$ cat config.mk
export PLATFORM = sky130hd
export DESIGN_NAME = fetch_stage
export DESIGN_NICKNAME = d
export VERILOG_FILES = /design/src/rtl/cpu_pkg.sv /design/src/rtl/npc_calc.sv /design/src/rtl/fetch_stage.sv
export SDC_FILE = /design/constraint.sdc
export NUM_CORES = 1
export LEC_CHECK = 0
export CAP_MARGIN = 10
export CORE_ASPECT_RATIO = 0.5
export CORE_MARGIN = 2
export CORE_UTILIZATION = 53
export DETAILED_ROUTE_END_ITERATION = 10
export HOLD_SLACK_MARGIN = 0.08
export PLACE_DENSITY = 0.88
export SYNTH_ARGS = -nofsm -noshare
export SYNTH_HDL_FRONTEND = slang
export SYNTH_SLANG_ARGS = --single-unit
$ cat constraint.sdc
create_clock -name clk -period 7.5 [get_ports clk]
set_input_delay 2.25 -clock clk [delete_from_list [all_inputs] [get_ports clk]]
set_output_delay 2.25 -clock clk [all_outputs]
set_load 0.01 [all_outputs]
$ cat src/rtl/cpu_pkg.sv
// Shared constants for the five-stage core: next-PC opcodes, reset PC and the nop encoding.
// Also provides the branch-offset helper used by next-PC selection.
package cpu_pkg;

    localparam logic [2:0] NPC_SEQ = 3'b000;
    localparam logic [2:0] NPC_BR  = 3'b001;
    localparam logic [2:0] NPC_J   = 3'b010;
    localparam logic [2:0] NPC_CBL = 3'b011;
    localparam logic [2:0] NPC_JR  = 3'b100;

    localparam logic [31:0] DEFAULT_RESET_PC = 32'h0000_3000;
    localparam logic [31:0] NOP              = 32'h0000_0000;

    // Word offset of a branch: sign-extended imm16 scaled to bytes.
    function automatic logic [31:0] br_offset(input logic [15:0] imm16);
        return {{14{imm16[15]}}, imm16, 2'b00};
    endfunction

endpackage

$ cat src/rtl/npc_calc.sv
// Combinational next-PC selection and fault detection for the fetch stage.
// Control inputs come from the instruction in D and are ignored while D is empty.
module npc_calc
    import cpu_pkg::*;
#(
    parameter logic [31:0] RESET_PC = DEFAULT_RESET_PC,
    parameter int unsigned IM_WORDS = 4096
) (
    input  logic [31:0] pc_i,
    input  logic [31:0] d_pc_i,
    input  logic        d_valid_i,
    input  logic [2:0]  npc_op_i,
    input  logic        cmp_true_i,
    input  logic [15:0] imm16_i,
    input  logic [25:0] imm26_i,
    input  logic [31:0] reg_target_i,
    output logic [31:0] next_pc_o,
    output logic        fault_o
);

    localparam logic [63:0] WIN_LO = 64'(RESET_PC);
    localparam logic [63:0] WIN_HI = WIN_LO + 64'(IM_WORDS) * 64'd4;

    logic [31:0] d_pc_plus4;
    logic [31:0] target;
    logic        misalign;
    logic        in_window;

    always_comb begin
        d_pc_plus4 = d_pc_i + 32'd4;
        target     = pc_i + 32'd4;
        misalign   = 1'b0;
        if (d_valid_i) begin
            case (npc_op_i)
                NPC_BR, NPC_CBL: begin
                    if (cmp_true_i) target = d_pc_plus4 + br_offset(imm16_i);
                end
                NPC_J: target = {d_pc_plus4[31:28], imm26_i, 2'b00};
                NPC_JR: begin
                    target   = reg_target_i;
                    misalign = |reg_target_i[1:0];
                end
                default: ;
            endcase
        end
        // A faulting PC is still loaded, so force it word-aligned here.
        next_pc_o = target & ~32'h3;
        in_window = (64'(next_pc_o) >= WIN_LO) && (64'(next_pc_o) < WIN_HI);
        fault_o   = misalign | ~in_window;
    end

endmodule

$ cat src/rtl/fetch_stage.sv
// Instruction fetch and F/D register: one-cycle fetch latency, delayed branches, no flush.
// stall freezes PC, the F/D register and the sticky fault flag.
module fetch_stage
    import cpu_pkg::*;
#(
    parameter logic [31:0] RESET_PC = DEFAULT_RESET_PC,
    parameter int unsigned IM_WORDS = 4096
) (
    input  logic        clk,
    input  logic        reset,
    input  logic        stall,
    input  logic [2:0]  npc_op,
    input  logic        cmp_true,
    input  logic [15:0] imm16,
    input  logic [25:0] imm26,
    input  logic [31:0] reg_target,
    output logic [31:0] im_addr,
    input  logic [31:0] im_rdata,
    output logic [31:0] d_instr,
    output logic [31:0] d_pc,
    output logic        d_valid,
    output logic        pc_fault
);

    logic [31:0] pc_q, pc_d;
    logic [31:0] d_instr_q, d_instr_d;
    logic [31:0] d_pc_q, d_pc_d;
    logic        d_valid_q, d_valid_d;
    logic        pc_fault_q, pc_fault_d;
    logic [31:0] next_pc;
    logic        npc_fault;

    npc_calc #(
        .RESET_PC (RESET_PC),
        .IM_WORDS (IM_WORDS)
    ) u_npc_calc (
        .pc_i         (pc_q),
        .d_pc_i       (d_pc_q),
        .d_valid_i    (d_valid_q),
        .npc_op_i     (npc_op),
        .cmp_true_i   (cmp_true),
        .imm16_i      (imm16),
        .imm26_i      (imm26),
        .reg_target_i (reg_target),
        .next_pc_o    (next_pc),
        .fault_o      (npc_fault)
    );

    always_comb begin
        pc_d       = pc_q;
        d_instr_d  = d_instr_q;
        d_pc_d     = d_pc_q;
        d_valid_d  = d_valid_q;
        pc_fault_d = pc_fault_q;
        if (!stall) begin
            pc_d       = next_pc;
            d_instr_d  = im_rdata;
            d_pc_d     = pc_q;
            d_valid_d  = 1'b1;
            pc_fault_d = pc_fault_q | npc_fault;
        end
    end

    always_ff @(posedge clk or negedge reset) begin
        if (!reset) begin
            pc_q       <= RESET_PC;
            d_instr_q  <= NOP;
            d_pc_q     <= 32'h0;
            d_valid_q  <= 1'b0;
            pc_fault_q <= 1'b0;
        end else begin
            pc_q       <= pc_d;
            d_instr_q  <= d_instr_d;
            d_pc_q     <= d_pc_d;
            d_valid_q  <= d_valid_d;
            pc_fault_q <= pc_fault_d;
        end
    end

    assign im_addr  = pc_q;
    assign d_instr  = d_instr_q;
    assign d_pc     = d_pc_q;
    assign d_valid  = d_valid_q;
    assign pc_fault = pc_fault_q;

endmodule

==> impl_results.md <==
- Status: complete, no violations
- Post-CTS Repair Setup Buffers: 0
- CTS clk-pin slew, worst paths: about 70 ps
- Mapped Cells: 797
- Ratio of cells with drive above 1 in the final layout: 0.113
- Reg2reg end: pc_fault
- Pwr dens: 302 nW/um2
- FMAX: approximately 0.17 GHz
- Gr ovfl total: 0
- H-Tree Depth: 3
- Clock latency on the worst-skew pair: about 340 ps
- Core Box Area: roughly 13,000 um2
- # fillers: around 990
- Synth top area cells: dfrtp_1 (32%), mux2_2 (10%), ha_1 (5.7%), xnor2_1 (4.7%), o21ai_0 (3.7%)
- Vias: 7,451
- EDFF count, synth: 0
- P_leak: 3.89 nW
- DR DRC count: 0
- Worst hold path type: reg2reg
- Measured slew at the worst slew-check pin: between 1000 and 1500 ps
- Placed cell count: between 1,000 and 1,500
- Final std cells w/o fill: around 1,200
- DIE HEIGHT: about 87 um
- Dpl ws: 1250 ps
- Async S/R FF share, synth: 1.00
- TritonCTS buffer count: 9
- Post-synth top flop: dfrtp_1
- Post-DR vias/cell: about 6.4
- Max stage delay on crit path: 570 ps
- Iter 0 DRT Violations: 897
- DP Wirelength: 19.7 mm
- CP arrival: between 6000 and 7000 ps
- Die extent in x: around 170 um
- Synth cell count leaders: dfrtp_1 (92), mux2_2 (66), nand2_1 (66)
- Die area: between 10,000 and 15,000 um2
- Skew final: roughly 7 ps
- Final setup margin: between 1500 and 2000 ps
- Setup_tns: 0 ps
- Mapped Avg Cell Area: a little over 9 um2
- Area of the multi-input gates: around 4600 um2
- Largest net degree at the start of global routing: 72
- Critical path's top delay family: compound AO/OA/AOI/OAI gates
- CP endpoint kind: register
- Antenna cells: 0
- Cell breakdown of the critical path: clkdlybuf4s50_1 > ha_1 > fa_1 > a211o_1 > a211o_1 > a2111oi_4 > nor2_2 > a41o_1 > or3_1 > or4_1 > nor4_2 > a32oi_1
- First-pass GRT wire length: between 30 and 40 mm
- I/O pin count: between 200 and 250
- Final WL: ~25 mm
- FF-to-FF path depth: 15
- Final hold viol count: 0
- RePlAce Congestion: roughly 0.98
- Fin crit share: 0.795
- Synth-to-Final Area Change: 34.3%
- Root Buffer: clkbuf_16
- CTS Buffer Depth: 2
- Max-slew headroom: 0.318
- Hold Path Sink: d_instr[4]
- Hold-fix buffers, CTS: 0
- Leading area contributor after synthesis: dfrtp_1
- R2R Setup Slk: about 2600 ps
- # nets final: 1,129
- Yosys cell types: 75
- Crit path buf inv count: 1
- Starting density of the core: 0.538
- Final ANT Viol Nets: 0
- RSZ-0062 raised after global routing: false
- Final min period: a little under 6000 ps
- Total Routing Usage GR: 0.347
- Vias in the first global route: a little over 7,000
- Utilization after layout: 0.723
- Register area share after synthesis: 0.326
- Max Cap Violations: 0
- Count leader, synth: dfrtp_1
- DR pass1 iterations: 5
- Rows: 30
- Setup crit start kind: input pin
- Reg2reg start: d_pc[4]
- TritonCTS clock tree: yes
- Flops & latches, synth: between 90 and 100
- # port buffers: 206
- Resize count post-CTS: 0
- Yosys warnings: 0
- Hold path depth: 1
- Pins Over Slew Limit: 0
- WL/cell: around 22 um
- Hold Crit Start: d_instr[4]
- Register area: approximately 2400 um2
- Max VDD drop: approximately 0.18 mV
- Clock sink count: 94
- Initial antenna violation count: 0
- CP max FO: 5
- Post-Syn Area: roughly 7200 um2
- Kind of critical path: in2reg
- Crit-path slowest cell: or4_1
- Final setup viols: 0
- Required time worst endpoint: between 7000 and 8000 ps
- Top-area cell type share of the netlist area: 0.318
- CP dominant cell by count: a211o_1
==> per-stage QoR <==
step	area [um2]	total power, mW	hold slack (ps)
5_1_grt	9710	3.08	523
4_1_cts	9710	2.90	508
3_5_place_dp	9410	2.41	492
3_3_place_gp	9410	2.38	486
2_1_floorplan	7240	1.71	509
6_report	9710	2.94	505
==> flip-flops by register name (all words and copies together) (netlist names) <==
name / cells
d_instr: 32
pc_fault: 1
d_valid: 1
d_pc: 30
im_addr: 30
==> metal layers <==
layer / GRT usage / vias up / routed length [um]
met4: 0.0901 / 0 / 517
met1: 0.481 / 3605 / 10800
li1: - / 3390 / -
met3: 0.0959 / 47 / 2770
met5: 0 / - / 0
met2: 0.542 / 409 / 11400
==> placed cells by master (no fill, tap or decap), types with 4 or more instances in the layout <==
master           count
clkdlybuf4s50_1    204
dfrtp_1             92
nand2_1             66
mux2_2              66
o21ai_0             54
a21oi_1             47
xnor2_1             39
nor2_1              38
ha_1                33
nand3_1             29
xor2_1              28
inv_1               26
nand4_1             23
a22oi_1             15
nor3_1              12
a21o_1              12
a222oi_1            11
clkbuf_16            9
buf_4                9
and3_1               8
o221ai_1             8
o22ai_1              8
and2_1               7
and4_1               7
nor4_1               7
nand2b_1             7
a211oi_1             7
a31oi_1              7
o211ai_1             6
a221oi_1             6
nor4b_1              6
a31o_2               4
o21a_1               4
o32a_1               4
conb_1               4
==> layout make-up <==
cell class              count  area share
repair buffers            213       0.217
multi-input cells         638       0.477
flip-flops and latches     94       0.242
clock inverters             6     0.00747
clock buffers              10      0.0236
well taps                 176      0.0227
inverters                  26      0.0100
==> power breakdown <==
group,switching [mW],total [mW],internal [mW],leakage [nW]
clock network,0.209,0.473,0.264,0.150
logic,0.854,1.59,0.738,2.60
registers,0.232,0.873,0.641,1.14
==> worst register-to-register path: stages (launching register included) <==
cell and delay [ps]:
dfrtp_1 430, and2_1 210, nand4_1 450, nor3_1 520
nand3_1 150, xnor2_1 170, ha_1 470, nand2_1 160
nor4_1 560, nand2_1 140, nand3_1 100, a311oi_1 50
or3_1 410, or4_1 570, nor4_2 250, a32oi_1 140
==> worst max path at each step <==
stage	start	to	slack, ps	depth (start not counted)
5_1_grt	imm16[15]	pc_fault	1390	11
2_1_floorplan	imm16[0]	pc_fault	2040	11
3_3_place_gp	imm16[0]	pc_fault	1340	12
6_report	imm16[0]	pc_fault	1540	12
3_5_place_dp	imm16[0]	pc_fault	1250	12
4_1_cts	imm16[0]	pc_fault	1590	12
==> cells by family after synthesis <==
group / share of synthesized area
other: 0.000518
AND/OR/NAND/NOR: 0.167
buffers and inverters: 0.0374
AO/OA/AOI/OAI: 0.222
adder cells (fa/ha/maj): 0.0599
multiplexers: 0.107
XOR/XNOR: 0.0811
flip-flops: 0.326
(Power assumes the default switching activity.)
